--- src/rtl/mod_xbee_rx.sv ---
// Memory-mapped 8N1 UART receiver with a circular receive FIFO and a polled STATUS/DATA register pair.
// Optional level interrupt enabled by `define MOD_XBEE_RX_INT_EN; the `int` line is named intr (int is reserved).
module mod_xbee_rx #(
   parameter int unsigned BAUD_DIV   = 434,
   parameter int unsigned DEPTH_LOG2 = 4
) (
   input  logic        clk,
   input  logic        rst,
   input  logic        de,
   input  logic [31:0] daddr,
   input  logic [1:0]  drw,
   input  logic [31:0] din,
   output logic [31:0] dout,
   input  logic        rxd,
   output logic        intr
);

   localparam int unsigned BW    = $clog2(BAUD_DIV);
   localparam int unsigned DEPTH = 1 << DEPTH_LOG2;
   localparam int unsigned CW    = DEPTH_LOG2 + 1;
   localparam logic [BW-1:0] HALF_M1 = BW'(BAUD_DIV / 2 - 1);
   localparam logic [BW-1:0] FULL_M1 = BW'(BAUD_DIV - 1);

   typedef enum logic [1:0] {
      S_IDLE,
      S_START,
      S_DATA,
      S_STOP
   } state_t;

   state_t                state, state_n;
   logic [BW-1:0]         baud, baud_n;
   logic [2:0]            bitcnt, bitcnt_n;
   logic [7:0]            shreg, shreg_n;
   logic                  sync1, rxs;
   logic                  push_req, frame_err;

   logic [7:0]            mem [DEPTH];
   logic [DEPTH_LOG2-1:0] wptr, rptr;
   logic [CW-1:0]         count;
   logic                  overrun, ferr;
   logic                  full, ready;
   logic                  wr_stat, pop, clr, push, ovr_set;
   logic [31:0]           status;

   // Two-flop synchroniser; idles high so reset never looks like a start bit
   always_ff @(posedge clk or posedge rst) begin
      if (rst) begin
         sync1 <= 1'b1;
         rxs   <= 1'b1;
      end else begin
         sync1 <= rxd;
         rxs   <= sync1;
      end
   end

   always_ff @(posedge clk or posedge rst) begin
      if (rst) begin
         state  <= S_IDLE;
         baud   <= '0;
         bitcnt <= '0;
         shreg  <= '0;
      end else begin
         state  <= state_n;
         baud   <= baud_n;
         bitcnt <= bitcnt_n;
         shreg  <= shreg_n;
      end
   end

   // Frame deserialiser: start verified at mid-bit, then every full bit period
   always_comb begin
      state_n   = state;
      baud_n    = baud + BW'(1);
      bitcnt_n  = bitcnt;
      shreg_n   = shreg;
      push_req  = 1'b0;
      frame_err = 1'b0;
      case (state)
         S_IDLE: begin
            baud_n = '0;
            if (!rxs) state_n = S_START;
         end
         S_START: begin
            if (baud == HALF_M1) begin
               baud_n   = '0;
               bitcnt_n = '0;
               state_n  = rxs ? S_IDLE : S_DATA;
            end
         end
         S_DATA: begin
            if (baud == FULL_M1) begin
               baud_n   = '0;
               shreg_n  = {rxs, shreg[7:1]};
               bitcnt_n = bitcnt + 3'd1;
               if (bitcnt == 3'd7) state_n = S_STOP;
            end
         end
         S_STOP: begin
            if (baud == FULL_M1) begin
               baud_n  = '0;
               state_n = S_IDLE;
               if (rxs) push_req  = 1'b1;
               else     frame_err = 1'b1;
            end
         end
         default: state_n = S_IDLE;
      endcase
   end

   assign full    = (count == CW'(DEPTH));
   assign ready   = (count != '0);
   assign wr_stat = de && (drw == 2'b01) && !daddr[2];
   assign pop     = wr_stat && din[0] && ready;
   assign clr     = wr_stat && din[1];
   // A same-cycle pop frees the slot, so a push into a full FIFO still lands
   assign push    = push_req && (!full || pop);
   assign ovr_set = push_req && full && !pop;

   always_ff @(posedge clk or posedge rst) begin
      if (rst) begin
         wptr  <= '0;
         rptr  <= '0;
         count <= '0;
      end else begin
         if (push) wptr <= wptr + DEPTH_LOG2'(1);
         if (pop)  rptr <= rptr + DEPTH_LOG2'(1);
         case ({push, pop})
            2'b10:   count <= count + CW'(1);
            2'b01:   count <= count - CW'(1);
            default: count <= count;
         endcase
      end
   end

   always_ff @(posedge clk) begin
      if (push) mem[wptr] <= shreg;
   end

   // Sticky error flags; a new error in the clearing cycle wins
   always_ff @(posedge clk or posedge rst) begin
      if (rst) begin
         overrun <= 1'b0;
         ferr    <= 1'b0;
      end else begin
         if (clr) begin
            overrun <= 1'b0;
            ferr    <= 1'b0;
         end
         if (ovr_set)   overrun <= 1'b1;
         if (frame_err) ferr    <= 1'b1;
      end
   end

   assign status = (32'(count) << 4) | {28'b0, ferr, overrun, full, ready};

   always_comb begin
      dout = '0;
      if (de && (drw == 2'b10)) begin
         if (daddr[2]) dout = {24'b0, mem[rptr]};
         else          dout = status;
      end
   end

`ifdef MOD_XBEE_RX_INT_EN
   always_ff @(posedge clk or posedge rst) begin
      if (rst) intr <= 1'b0;
      else     intr <= ready;
   end
`else
   assign intr = 1'b0;
`endif

   logic unused_bits;
   assign unused_bits = ^{daddr[31:3], daddr[1:0], din[31:2]};

endmodule

--- config.mk ---
export PLATFORM = sky130hd
export DESIGN_NAME = mod_xbee_rx
export DESIGN_NICKNAME = d
export VERILOG_FILES = /design/src/rtl/mod_xbee_rx.sv
export SDC_FILE = /design/constraint.sdc
export NUM_CORES = 1
export LEC_CHECK = 0
export ABC_CLOCK_PERIOD_IN_PS = 5360
export BUFFER_PORTS_ARGS = -buffer_cell sky130_fd_sc_hd__buf_4
export CAP_MARGIN = 25
export CORE_ASPECT_RATIO = 1.2
export CORE_MARGIN = 2
export CORE_UTILIZATION = 45
export DETAILED_ROUTE_END_ITERATION = 7
export PLACE_DENSITY_LB_ADDON = 0.2
export SLEW_MARGIN = 15
export SYNTH_ARGS = -nofsm -noshare
export SYNTH_HDL_FRONTEND = slang
export SYNTH_SLANG_ARGS = --single-unit
--- constraint.sdc ---
create_clock -name clk -period 5.36 [get_ports clk]
set_input_delay 0.268 -clock clk [delete_from_list [all_inputs] [get_ports clk]]
set_output_delay 0.268 -clock clk [all_outputs]
set_load 0.05 [all_outputs]
Word level (Yosys, flattened, before mapping)
Memory sizes are Yosys's and may differ from the RTL's.
Cells that the tools add are included.

word-level totals
  memories kept = 1
  register bits = 39
  word-level logic and storage cells = 85
  memory bits (writable) = 128

operators by class
  reduce and logical (&&, ||, !) cells = 23
  add/subtract/negate cells = 6
  bitwise operators = 1
  equal/unequal tests = 16
  mux-type cells = 27

memory list
  memory  words  width  read ports  clocked after memory_dff  wr ports  RTL line  RTL
  mem     16     8      1           0                         1         38        logic [7:0] mem [DEPTH];

operators with widths
  kind                                                  number
  2-to-1 mux 9 bit                                      4
  one-hot mux 9 bit (3 select lines)                    1
  2-to-1 mux 2 bit                                      6
  2-to-1 mux 1 bit                                      11
  != test 2 bit (second input constant)                 5
  one-hot mux 5 bit (2 select lines)                    1
  adder 9 x 1 -> 9 bit (second input constant)          1
  equality test 9 x 8 -> 1 bit (second input constant)  1
  equality test 9 bit (second input constant)           1
  logical AND 1 bit                                     9
  bitwise OR 9 x 4 -> 9 bit                             1
  adder 4 x 1 -> 4 bit (second input constant)          2
  equality test 2 bit (second input constant)           4
  one-hot mux 2 bit (4 select lines)                    1
  nonzero test 2 bit                                    4
  equality test 2 x 1 -> 1 bit (second input constant)  3
  2-to-1 mux 3 bit                                      2
  one-hot mux 3 bit (2 select lines)                    1
  adder 5 x 1 -> 5 bit (second input constant)          1
  equality test 5 bit (second input constant)           1
  AND reduction 5 bit                                   1
  nonzero test 5 bit                                    1
  subtractor 5 x 1 -> 5 bit (second input constant)     1
  adder 3 x 1 -> 3 bit (second input constant)          1
  7 further kinds                                       9

Longest topological paths before layout
  depth after elaboration = 9
  mapped depth = 10
  mapped depth without buffers = 10

Least setup slack after synthesis
Ideal clock, no wire load.

  path kind = reg2out
  from = register rptr[0]
  to = output port dout[7]
  arrival time = 2.318 ns
  data required time = 5.092 ns
  slack = 2.774 ns
  buffers on the path = 3
  cell stages (with the launch flop) = 7
  cells stage by stage = dfrtp_1 buf_2 buf_2 buf_2 mux4_2 a221oi_1 o22ai_1

on the way
  word-level cells in the longest chain between the ends = 3

ends and longest elaborated chain
  element                 RTL line  RTL
  from (decl)             39        logic [DEPTH_LOG2-1:0] wptr, rptr;
  from (signal assigned)  127       if (pop) rptr <= rptr + DEPTH_LOG2'(1);
  memory (16 x 8 bit)     -
  2-to-1 mux 9 bit        160       if (daddr[2]) dout = {24'b0, mem[rptr]};
  2-to-1 mux 9 bit        159       if (de && (drw == 2'b10)) begin
  to (decl)               13        output logic [31:0] dout,

No other way between the ends.

Final worst setup path
  from = register rptr[0]
  to = output port dout[0]

Same word-level chain as after synthesis.

==> flow_summary.toml <==
[yosys]
syn_area_per_cell_sq_um = 16.5
synth.distinct_cells = 52
synth_top_area_cell = "edfxtp_1"
synth_top_cell_area_share = 0.539
synth_edf_count = 128
synth_ff_type = "edfxtp_1"
yosysWarnings = 0
ys_async_sr_fraction = 0.234
syn_inst = 433
synth-seq-cells = 167
ys_seq_area_frac = 0.676
netlist_area_sq_um = 7130
synthTopCellsByArea = "edfxtp_1 (54%), dfrtp_1 (13%), mux4_2 (10%), buf_4 (2.5%), ha_1 (2.1%)"

[finish]
final_common_cell = "edfxtp_1"
antennaDiodeCount = 0
finalInstanceArea_sq_um = 7960
seq_area_sq_um = 4820
nFillCells = 1282
layout_common_cells = "edfxtp_1 (128), dfrtp_1 (36), mux4_2 (32)"
areaGrowthSynthToFinish_pct = 11.6
drive_above_1_share = 0.223
multi_input_area_sq_um = 2100
nets = 541

[place]
gp_congestion = 0.743
pre_cts_ws_ps = 2170
detailed_place.area_sq_um = 7400
dpl.hpwl_um = 8960
io_buffers = 17

[worst_setup_path]
worstPathArrival_ps = 3260
reg2reg_slack_ps = 2350
crit_buf_inv = 2
path_delay_family = "flip-flops"
end_kind = "output port"
path_cells = "buf_4 -> mux4_2 -> a22o_1 -> a221oi_1 -> o22ai_1 -> buf_4"
start_kind = "flop"
cpMostUsedCell = "buf_4"
cpPeakStageDelay_ps = 890
r2r_cells = 7
critPathMaxFanout = 23
cp.required_ps = 5090
path_class = "flop to output port"
r2r_end = "mem[7][4]"
cpMaxStageDelayCell = "dfrtp_2"
reg2reg_from = "baud[1]"

[route]
ant_nets = 0
first_iter_violations = 277
via_count = 3652
route.detailed.drc = 0
drtPass1Iterations = 5
routed_wl_um = 13800
drt-vias-per-instance = 5.39
wl_per_cell_um = 20.4

[grt]
overflow = 0
grt_pass1_wl_um = 21500
antenna_found_initial = 0
grt_pass1_vias = 3796
grt_start_max_net_pins = 40
grt_util_all_layers = 0.175

[min_path]
hold_path.class = "input pin to flop"
whs_endpoint = "ferr"
worstHoldStart = "din[1]"
whs_path_depth = 3

[pwr]
powerDensity_nw_per_um2 = 377
peakVddDrop_v = 0.000195
power_leakage_nw = 3.16

[floorplanning]
die_h_um = 142
placementRows = 50
die_w_um = 119
ioPinCount = 103
start_util = 0.458
dieArea_sq_um = 16900
core_region_area_sq_um = 15600

[timing]
setup_viol = 0
fin_skew_ps = 14.1
hold_viol = 0
rsz0062_at_grt = "no"
finalCriticalPeriod_ps = 3530
slew_headroom = 0.405
finalSetupTns_ps = 0
setup_ws_ps = 1830
worst_slew_pin_slew_ps = 889
clock.fmax_ghz = 0.283
maxSlewViolCount = 0
fin_crit_sh = 0.659

[run]
drv_cap = 0

[clock_tree]
clock_latency_ps = 430
numCtsBuffers = 17
cts.path.max_buffers = 2
cts_tree = "yes"
cts_resized = 0
cts.sinks = 167
cts_setup_buffers = 0
cts_root_buf = "clkbuf_16"
clkTransAtPathRegs_ps = 60
htreeDepth = 4

[status]
status = "finished, final reports clean"
[flip-flops by register name, summed over array words and instances (netlist names), named ones only]
name,count
wptr,4
shreg,8
bitcnt,3
sync1,1
rxs,1
baud,9
overrun,1
count,5
mem,128
ferr,1
state,1
rptr,4
[where the power goes]
part / switching (mW) / internal [mW] / leakage [nW]
registers: 0.0973 / 1.41 / 1.99
logic: 0.199 / 0.159 / 0.910
clock network: 0.469 / 0.672 / 0.261
[layout make-up]
class                   instances  area share
clock buffers                  19      0.0544
clock inverters                11      0.0138
inverters                      10     0.00471
multi-input cells             237       0.263
flip-flops and latches        167       0.606
well taps                     208      0.0327
repair buffers                 26      0.0251
[Yosys cell counts (9+ instances only)]
master    instances
mux2_2           10
mux4_2           32
edfxtp_1        128
nand2_1          20
xnor2_1          12
buf_4            24
nor2_1           29
a22o_1            9
clkbuf_1         10
ha_1             12
dfrtp_1          37
inv_1            10
o22ai_1           9
[worst max-delay path by stage]
stage,start,slack [ps],cells after the start,to
after global routing,rptr[0],1600,5,dout[4]
after floorplan,rptr[0],2770,6,dout[7]
final,rptr[0],1830,6,dout[0]
after CTS,rptr[0],1700,5,dout[4]
after detailed placement,rptr[0],2170,5,dout[4]
after global placement,rptr[0],2150,5,dout[4]
[routing by layer]
metal | GRT usage | vias to the layer above | share of wire | wire length [um]
li1 | - | 1673 | - | -
met1 | 0.216 | 1885 | 0.44 | 6060
met3 | 0.0482 | 9 | 0.030 | 411
met5 | 0 | - | 0 | 0
met2 | 0.302 | 85 | 0.52 | 7210
met4 | 0.0533 | 0 | 0.0087 | 120
[through the flow]
step                instances  utilization  total power [mW]  hold slack (ps)
floorplan                 456            -              1.82              272
global placement          646        0.475              1.89              346
detailed placement        646        0.475              1.90              352
CTS                       678        0.511              3.03              194
global route              678        0.511              3.12              205
finish                    678        0.511              3.00              212
[cells by family (layout without fill, tap and decap cells)]
| logic type | Yosys count | after routing | share of synthesized area |
|---|---|---|---|
| xor+xnor | 17 | 17 | 0.0209 |
| buf+inv | 52 | 66 | 0.0419 |
| flops | 167 | 167 | 0.676 |
| mux | 45 | 45 | 0.122 |
| other cells | 1 | 24 | 0.000526 |
| fa+ha+maj | 12 | 12 | 0.0211 |
| compound gates | 48 | 48 | 0.0526 |
| simple gates | 91 | 91 | 0.0651 |
[repair_timing]
action,in CTS,in global routing
endpoints found under the setup margin,0,0
hold buffers,2,0
endpoints found under the hold margin,38,0
[tightest hold or removal path, cell delays in order]
cell,delay [ps]
buf_4,110
nand2_1,100
a32o_1,130
No activity file was read; power rests on OpenSTA's default activity.
